File: src/rtl/counter_load_arbiter_pkg.sv
// Shared types and constants for the counter load-port arbiter.
// The optional CNT_ARB_URGENT_EN build uses nothing extra from this package.
package counter_arb_pkg;

    typedef enum logic [1:0] {
        IDLE    = 2'd0,
        LOAD    = 2'd1,
        HOLDOFF = 2'd2
    } arb_state_e;

    localparam int   HOLDOFF_W      = 4;
    localparam logic MODE_STEP      = 1'b0;
    localparam logic MODE_OVERWRITE = 1'b1;

    // Index increment that wraps at n.
    function automatic int wrap_inc(input int idx, input int n);
        return (idx + 1 >= n) ? 0 : idx + 1;
    endfunction

endpackage

File: src/rtl/counter_load_arbiter_rr_pick.sv
// Combinational round-robin picker: first set request at or after the
// pointer, wrapping, returned as a one-hot grant plus its index.
module rr_pick #(
    parameter int N  = 4,
    parameter int IW = $clog2(N)
) (
    input  logic [N-1:0]  req_i,
    input  logic [IW-1:0] ptr_i,
    output logic [N-1:0]  gnt_o,
    output logic [IW-1:0] idx_o,
    output logic          any_o
);

    logic          found;
    logic [IW-1:0] cand;

    always_comb begin
        gnt_o = '0;
        idx_o = '0;
        found = 1'b0;
        cand  = '0;
        for (int off = 0; off < N; off++) begin
            cand = IW'((int'(ptr_i) + off) % N);
            if (!found && req_i[cand]) begin
                found       = 1'b1;
                gnt_o[cand] = 1'b1;
                idx_o       = cand;
            end
        end
    end

    assign any_o = |req_i;

endmodule

File: src/rtl/counter_load_arbiter.sv
// Round-robin arbiter for the counter's overwrite port: one-cycle load pulse
// followed by a step-only holdoff. CNT_ARB_URGENT_EN adds the `urgent` input.
module counter_load_arbiter
    import counter_arb_pkg::*;
#(
    parameter int N       = 4,
    parameter int W       = 8,
    parameter int HOLDOFF = 2
) (
    input  logic                 clk,
    input  logic                 rst_n,
    input  logic [N-1:0]         req_valid,
    input  logic [N*W-1:0]       req_data,
`ifdef CNT_ARB_URGENT_EN
    input  logic                 urgent,
`endif
    output logic [N-1:0]         req_ready,
    output logic                 cnt_mode,
    output logic [W-1:0]         cnt_wdata,
    output logic [$clog2(N)-1:0] load_owner,
    output logic                 busy,
    output logic [1:0]           dbg_state
);

    // Handshake: requester i transfers on a rising edge where req_valid[i] and
    // req_ready[i] are both high; ready is only ever offered in IDLE, and a
    // requester holds valid and data stable until it sees ready.

    localparam int IW = $clog2(N);
    localparam logic [HOLDOFF_W-1:0] HOLD_INIT =
        HOLDOFF_W'((HOLDOFF > 0) ? HOLDOFF - 1 : 0);

    arb_state_e           state_q, state_d;
    logic [HOLDOFF_W-1:0] hold_q, hold_d;
    logic [IW-1:0]        ptr_q, ptr_d;
    logic [IW-1:0]        owner_q, owner_d;
    logic                 mode_q, mode_d;
    logic [W-1:0]         wdata_q, wdata_d;

    logic [N-1:0]  rr_gnt;
    logic [N-1:0]  sel_gnt;
    logic [IW-1:0] rr_idx;
    logic [IW-1:0] sel_idx;
    logic          rr_any;
    logic          urgent_pick;
    logic          urgent_cut;
    logic          handshake;

`ifdef CNT_ARB_URGENT_EN
    assign urgent_pick = urgent & req_valid[0];
    assign urgent_cut  = urgent;
`else
    assign urgent_pick = 1'b0;
    assign urgent_cut  = 1'b0;
`endif

    rr_pick #(
        .N  (N),
        .IW (IW)
    ) u_pick (
        .req_i (req_valid),
        .ptr_i (ptr_q),
        .gnt_o (rr_gnt),
        .idx_o (rr_idx),
        .any_o (rr_any)
    );

    assign sel_gnt   = urgent_pick ? {{(N-1){1'b0}}, 1'b1} : rr_gnt;
    assign sel_idx   = urgent_pick ? '0 : rr_idx;
    assign handshake = (state_q == IDLE) && rr_any;
    // Gated by rst_n so no requester sees a grant while reset is held.
    assign req_ready = (rst_n && (state_q == IDLE)) ? sel_gnt : '0;

    always_comb begin
        state_d = state_q;
        hold_d  = hold_q;
        ptr_d   = ptr_q;
        owner_d = owner_q;
        wdata_d = wdata_q;
        mode_d  = MODE_STEP;
        case (state_q)
            IDLE: begin
                if (handshake) begin
                    state_d = LOAD;
                    mode_d  = MODE_OVERWRITE;
                    wdata_d = req_data[sel_idx*W +: W];
                    owner_d = sel_idx;
                    if (!urgent_pick) begin
                        ptr_d = IW'(wrap_inc(int'(sel_idx), N));
                    end
                end
            end
            LOAD: begin
                if (HOLDOFF > 0) begin
                    state_d = counter_arb_pkg::HOLDOFF;
                    hold_d  = HOLD_INIT;
                end else begin
                    state_d = IDLE;
                end
            end
            counter_arb_pkg::HOLDOFF: begin
                if (urgent_cut || (hold_q == '0)) begin
                    state_d = IDLE;
                end else begin
                    hold_d = hold_q - 1'b1;
                end
            end
            default: state_d = IDLE;
        endcase
    end

    always_ff @(posedge clk or negedge rst_n) begin
        if (!rst_n) begin
            state_q <= IDLE;
            hold_q  <= '0;
            ptr_q   <= '0;
            owner_q <= '0;
            mode_q  <= MODE_STEP;
            wdata_q <= '0;
        end else begin
            state_q <= state_d;
            hold_q  <= hold_d;
            ptr_q   <= ptr_d;
            owner_q <= owner_d;
            mode_q  <= mode_d;
            wdata_q <= wdata_d;
        end
    end

    assign cnt_mode   = mode_q;
    assign cnt_wdata  = wdata_q;
    assign load_owner = owner_q;
    assign busy       = (state_q != IDLE);
    assign dbg_state  = state_q;

endmodule

File: config.mk
export PLATFORM = sky130hd
export DESIGN_NAME = counter_load_arbiter
export DESIGN_NICKNAME = d
export VERILOG_FILES = /design/src/rtl/counter_load_arbiter_pkg.sv /design/src/rtl/counter_load_arbiter_rr_pick.sv /design/src/rtl/counter_load_arbiter.sv
export SDC_FILE = /design/constraint.sdc
export NUM_CORES = 1
export LEC_CHECK = 0
export CAP_MARGIN = 10
export CORE_MARGIN = 8
export CORE_UTILIZATION = 50
export CTS_BUF_LIST = sky130_fd_sc_hd__clkbuf_8
export DETAILED_ROUTE_END_ITERATION = 16
export HOLD_SLACK_MARGIN = 0.03
export PLACE_DENSITY = 0.83
export RECOVER_POWER = 100
export SLEW_MARGIN = 20
export SYNTH_ARGS = -nofsm -noshare
export SYNTH_HDL_FRONTEND = slang
export SYNTH_SLANG_ARGS = --single-unit
File: constraint.sdc
create_clock -name clk -period 4.85 [get_ports clk]
set_input_delay 1.2125 -clock clk [delete_from_list [all_inputs] [get_ports clk]]
set_output_delay 1.2125 -clock clk [all_outputs]
set_load 0.1 [all_outputs]
Yosys cells after proc, flatten, opt, wreduce, memory -nomap -nowiden
Index checks and enable logic that the tools add are counted.
{ "totals": {"register_bits": 19, "input_bits": 38, "output_inout_bits": 18} }
{ "op_classes": {"shifts": 1, "bitwise": 3, "n_addsub": 5, "eq_ne": 5, "n_mux": 36, "n_reduce_logical": 20, "magnitude_cmp": 9} }
{ "ops": {"columns": ["operator", "count"], "rows": [
  ["indexed part select 32 x 6 -> 8 bit", 1],
  ["two-way mux 4 bit", 6],
  ["two-way mux 2 bit", 7],
  ["two-way mux 1 bit", 13],
  ["less-than comparator 2 x 3 -> 1 bit, second input constant", 4],
  ["bitwise OR 4 bit", 3],
  ["logical AND 1 bit", 9],
  ["binary-select mux 1 bit (select 2 bit)", 4],
  ["demux 1 bit (select 2 bit)", 4],
  ["greater-or-equal comparator 2 x 1 -> 1 bit, second input constant", 4],
  ["case mux 4 bit (2 select lines)", 1],
  ["!= test 2 bit, second input constant", 3],
  ["case mux 2 bit (3 select lines)", 1],
  ["AND reduction 2 bit", 3],
  ["adder 2 bit, second input constant", 2],
  ["zero test 4 bit", 1],
  ["nonzero test 2 bit", 2],
  ["OR reduction 4 bit", 1],
  ["subtractor 4 x 1 -> 4 bit, second input constant", 1],
  ["adder 2 x 1 -> 3 bit, second input constant", 1],
  ["greater-or-equal comparator 3 bit, second input constant", 1],
  ["zero test 1 bit", 3],
  ["adder 2 x 1 -> 2 bit, second input constant", 1],
  ["equality test 2 x 1 -> 1 bit, second input constant", 1],
  ["2 further kinds", 2]
]} }

Logic depth before layout (Yosys ltp)
{ "logic_depth": {"ltp_word": 15, "depth_mapped": 12} }

By module
Synthesis repeated with hierarchy kept, for this count alone.
{ "hier_totals": {"cells_unflattened": 146, "hier_area_um2": 1478.9} }
{ "modules_own_cells": {"columns": ["module", "instances", "seq_area_each_um2", "area_per_inst_um2", "cells_each"], "rows": [
  ["counter_load_arbiter", 1, 475.5, 1067.3, 97],
  ["rr_pick", 1, 0.0, 411.6, 49]
]} }

Least setup slack after synthesis
No wires, ideal clock.
{ "synth_path": {"path_kind": "input to output", "start": "input port req_valid[1]", "end": "output port req_ready[0]", "path_slack_ns": -0.207, "arrival_time_ns": 3.844, "path_stages": 8, "required_time_ns": 3.638, "cell_sequence": "buf_6 -> mux4_2 -> nor2b_4 -> buf_1 -> a22oi_1 -> nor2_1 -> a221oi_1 -> nor2_1"} }
{ "synth_via": {"elab_chain_len": 13, "elab_cells_between_ends": 25, "cone_classes": "mux (16); bitwise (3); reduce/logical (6)"} }
{ "synth_rtl": {"columns": ["element", "line", "source"], "rows": [
  ["start, declared", "counter_load_arbiter.sv:12", "input logic [N-1:0] req_valid,"],
  ["binary-select mux 1 bit (select 2 bit)", "counter_load_arbiter_rr_pick.sv:24", "if (!found && req_i[cand]) begin"],
  ["two-way mux 1 bit (not written as such)", "counter_load_arbiter_rr_pick.sv:24", null],
  ["two-way mux 1 bit", "counter_load_arbiter_rr_pick.sv:24", null],
  ["zero test 1 bit", "counter_load_arbiter_rr_pick.sv:24", null],
  ["logical AND 1 bit", "counter_load_arbiter_rr_pick.sv:24", null],
  ["two-way mux 1 bit", "counter_load_arbiter_rr_pick.sv:24", null],
  ["zero test 1 bit", "counter_load_arbiter_rr_pick.sv:24", null],
  ["logical AND 1 bit", "counter_load_arbiter_rr_pick.sv:24", null],
  ["two-way mux 1 bit", "counter_load_arbiter_rr_pick.sv:24", null],
  ["zero test 1 bit", "counter_load_arbiter_rr_pick.sv:24", null],
  ["logical AND 1 bit", "counter_load_arbiter_rr_pick.sv:24", null],
  ["two-way mux 4 bit (*)", "counter_load_arbiter_rr_pick.sv:24", null],
  ["two-way mux 4 bit (*)", "counter_load_arbiter.sv:72", "assign req_ready = (rst_n && (state_q == IDLE)) ? sel_gnt : '0;"],
  ["end, declared", "counter_load_arbiter.sv:17", "output logic [N-1:0] req_ready,"]
]} }
Mark *: on every way between the ends. The rest lies on a longest branch, timed or not. The select of a mux whose other input is x is not followed.

Worst setup path after layout
{ "layout_path": {"start": "input port req_valid[3]", "end": "output port req_ready[0]"} }
The elaborated chain is that of the path after synthesis.

==> summary.md <==
| Metric | Value |
|---|---|
| Worst min path class | `reg -> reg` |
| Critical path fanouts, max | `11` |
| Crit-path max cell delay | `roughly 0.66 ns` |
| Initial DRC Count | `slightly below 200` |
| Clock slew seen by the registers of the worst setup and hold paths | `roughly 0.08 ns` |
| 1st-pass router iterations | `4` |
| Sequential Area | `475 um2` |
| CP Launch Type | `input pin` |
| Seq/Total Area, Yosys | `roughly a quarter` |
| Setup violators final | `0` |
| Final hold viol count | `0` |
| Inserted Clock Buffers | `3` |
| Required time of the critical path | `between 3 and 4 ns` |
| Die Ht | `78.9 um` |
| Synth Register Bits | `19` |
| Gpl congestion | `0.837` |
| Total track usage | `between 10% and 20%` |
| Post-layout instance count excluding filler cells | `340` |
| Gates resized, CTS repair | `0` |
| Pre-CTS WS | `roughly 0.22 ns` |
| First-pass GRT wire length | `9760 um` |
| Sum of negative setup slack | `0 ns` |
| Max-slew violation count | `0` |
| Vias per cell | `6.22` |
| Detail Placement HPWL | `approximately 4200 um` |
| Clk buf depth | `2` |
| Critical path data arrival time | `about 3.5 ns` |
| WL/cell | `roughly 17 um` |
| I/O Pins | `56` |
| Clock Skews | `about 0.0018 ns` |
| Ys async rst share | `100%` |
| Pin count of the biggest net entering global routing | `36` |
| Core area | `3910 um2` |
| Critical-path cell list | `dlygate4sd3_1 -> mux4_2 -> nor4_4 -> a221oi_1 -> nor2_2 -> buf_4` |
| Syn Inst Count | `~250` |
| Final net count | `337` |
| Fill cell count | `between 300 and 400` |
| Gr ovfl total | `0` |
| # DRC | `0` |
| Placed Cells | `336` |
| Clock Latency Late Sink | `0.26 ns` |
| Clk sinks | `19` |
| Mapped Area | `1980 um2` |
| Crit path launch | `req_valid[3]` |
| Max_cap viols | `0` |
| Worst slew pin tran | `~1.1 ns` |
| Hold Buf Count CTS | `0` |
| Critical setup path kind | `in -> out` |
| Outcome | `completed` |
| Die area | `approximately 6200 um2` |
| P&R area growth vs syn | `30.8%` |
| Root buf cell | `clkbuf_8` |
| Antenna violations before repair | `0` |
| Element type at the critical path end | `output pin` |
| Slew Limit Headroom | `a little over a quarter` |
| Hold_sp | `load_owner[1]` |
| Die Span X | `approximately 79 um` |
| Distinct cells, synth | `47` |
| Number of global-route vias before repair | `roughly 2100` |
| Reg2reg start | `ptr_q[1]` |
| Area taken by multi-input logic gates | `1330 um2` |
| Slowest-stage cell, CP | `dlygate4sd3_1` |
| Syn Area/Cell | `about 8.1 um2` |
| RSZ-0062 raised after global routing | `false` |
| Fraction of layout cells with a size suffix above 1 | `approximately 9.7%` |
| CTS tree | `done` |
| Post-route ant nets | `0` |
| Post-route clock period utilization | `a little over nine tenths` |
| N_diodes | `0` |
| Fmax | `between 200 and 250 MHz` |
| Post-CTS Setup Repair Bufs | `0` |
| Port bufs | `55` |
| EDFF count, synth | `0` |
| Final core utilization | `66.2%` |
| Period minus WS final | `around 4.7 ns` |
| Routed WL | `between 5000 and 6000 um` |
| Post-synth net total | `a little under 300` |
| Initial Utilization | `50.6%` |
| Ys flop type | `dfrtp_1` |
| Yosys warning count | `0` |
| Row Count | `23` |
| Final worst-path setup slack | `between 0.15 and 0.2 ns` |
| Via count | `approximately 2100` |
| Htree depth | `1` |
-- cell usage in the layout, fill, tap and decap left out, drive strengths merged, types with 4 or more instances in the layout --
cell,instances
a22oi,4
mux2i,12
and4,8
a21oi,15
a311oi,8
nor2,23
o21ai,13
dfrtp,19
a221oi,4
o221ai,16
clkbuf,5
dlygate4sd3,16
nor2b,5
nor3,11
ha,8
nand2,26
buf,8
clkdlybuf4s50,35
inv,17
-- area by class of cell --
cell class                 instances  area share (%)
multi-input combinational        188            51.4
timing repair buffer              61            23.5
sequential                        19            18.4
inverter                          18            2.61
tap                               50            2.42
clock buffer                       3            1.59
clock inverter                     1           0.193
-- cell families after synthesis --
group                    synth area share, %
AND/OR/NAND/NOR                         23.7
flip-flops                              24.0
multiplexers                            11.4
XOR/XNOR                               0.442
adder cells (fa/ha/maj)                 5.05
AO/OA/AOI/OAI                           26.1
buffers and inverters                   9.35
-- cell usage after synthesis, types with 3 or more instances --
cell / instances / share of area [%]
o221ai_1: 16 / 7.1
mux2_2: 3 / 1.7
buf_2: 7 / 1.8
nor2b_1: 4 / 1.3
nand2_1: 26 / 4.9
inv_1: 17 / 3.2
clkbuf_1: 6 / 1.1
mux2i_1: 12 / 6.1
buf_6: 4 / 2.3
dfrtp_1: 19 / 24
a311oi_1: 8 / 3.5
a22oi_1: 4 / 1.5
and4_1: 8 / 3.5
o22ai_1: 3 / 0.95
o21ai_0: 13 / 3.3
a21oi_1: 15 / 3.8
nor3_1: 11 / 2.8
a221oi_1: 4 / 1.8
nor2_1: 23 / 4.4
ha_1: 8 / 5.1
-- final timing paths --
path,endpoint,slack [ns],cells past startpoint
min in group asynchronous,cnt_wdata[7],1.75,2
hold / removal,load_owner[1],0.52,2
hold reg to reg,load_owner[1],0.52,2
setup / recovery,req_ready[0],0.18,6
max in group asynchronous,cnt_wdata[2],2.47,2
setup reg to reg,cnt_wdata[2],0.88,9
-- worst max-delay path, delay by kind of cell --
kind,cells,cell delay (ns)
buf+inv,2,0.95
mux,1,0.62
simple gates,2,0.51
compound gates,1,0.15
-- per-stage QoR --
stage / instance area, um2 / hold slack, ns
after detailed placement: 2570 / 0.495
after CTS: 2620 / 0.518
after floorplan: 1990 / 0.521
after global routing: 2590 / 0.559
final: 2590 / 0.523
after global placement: 2570 / 0.490
-- metal layers --
| metal | wire (um) | vias to the layer above | global-route usage, % | share of wire, % |
|---|---|---|---|---|
| met3 | 384 | 14 | 2.14 | 6.6 |
| met1 | 2390 | 987 | 22.5 | 41 |
| met4 | 150 | 0 | 7.04 | 2.6 |
| met5 | 0 | - | 0 | 0 |
| met2 | 2890 | 98 | 32.4 | 50 |
| li1 | - | 1017 | - | - |
-- state kept, by name, summed over array words and instances (netlist names) --
signal / flops
cnt_mode: 1
cnt_wdata: 8
load_owner: 2
dbg_state: 2
hold_q: 4
ptr_q: 2
Power is left out: the tool's default activity adds up to more than one toggle a clock period on the data nets, which glitch-free logic cannot reach.
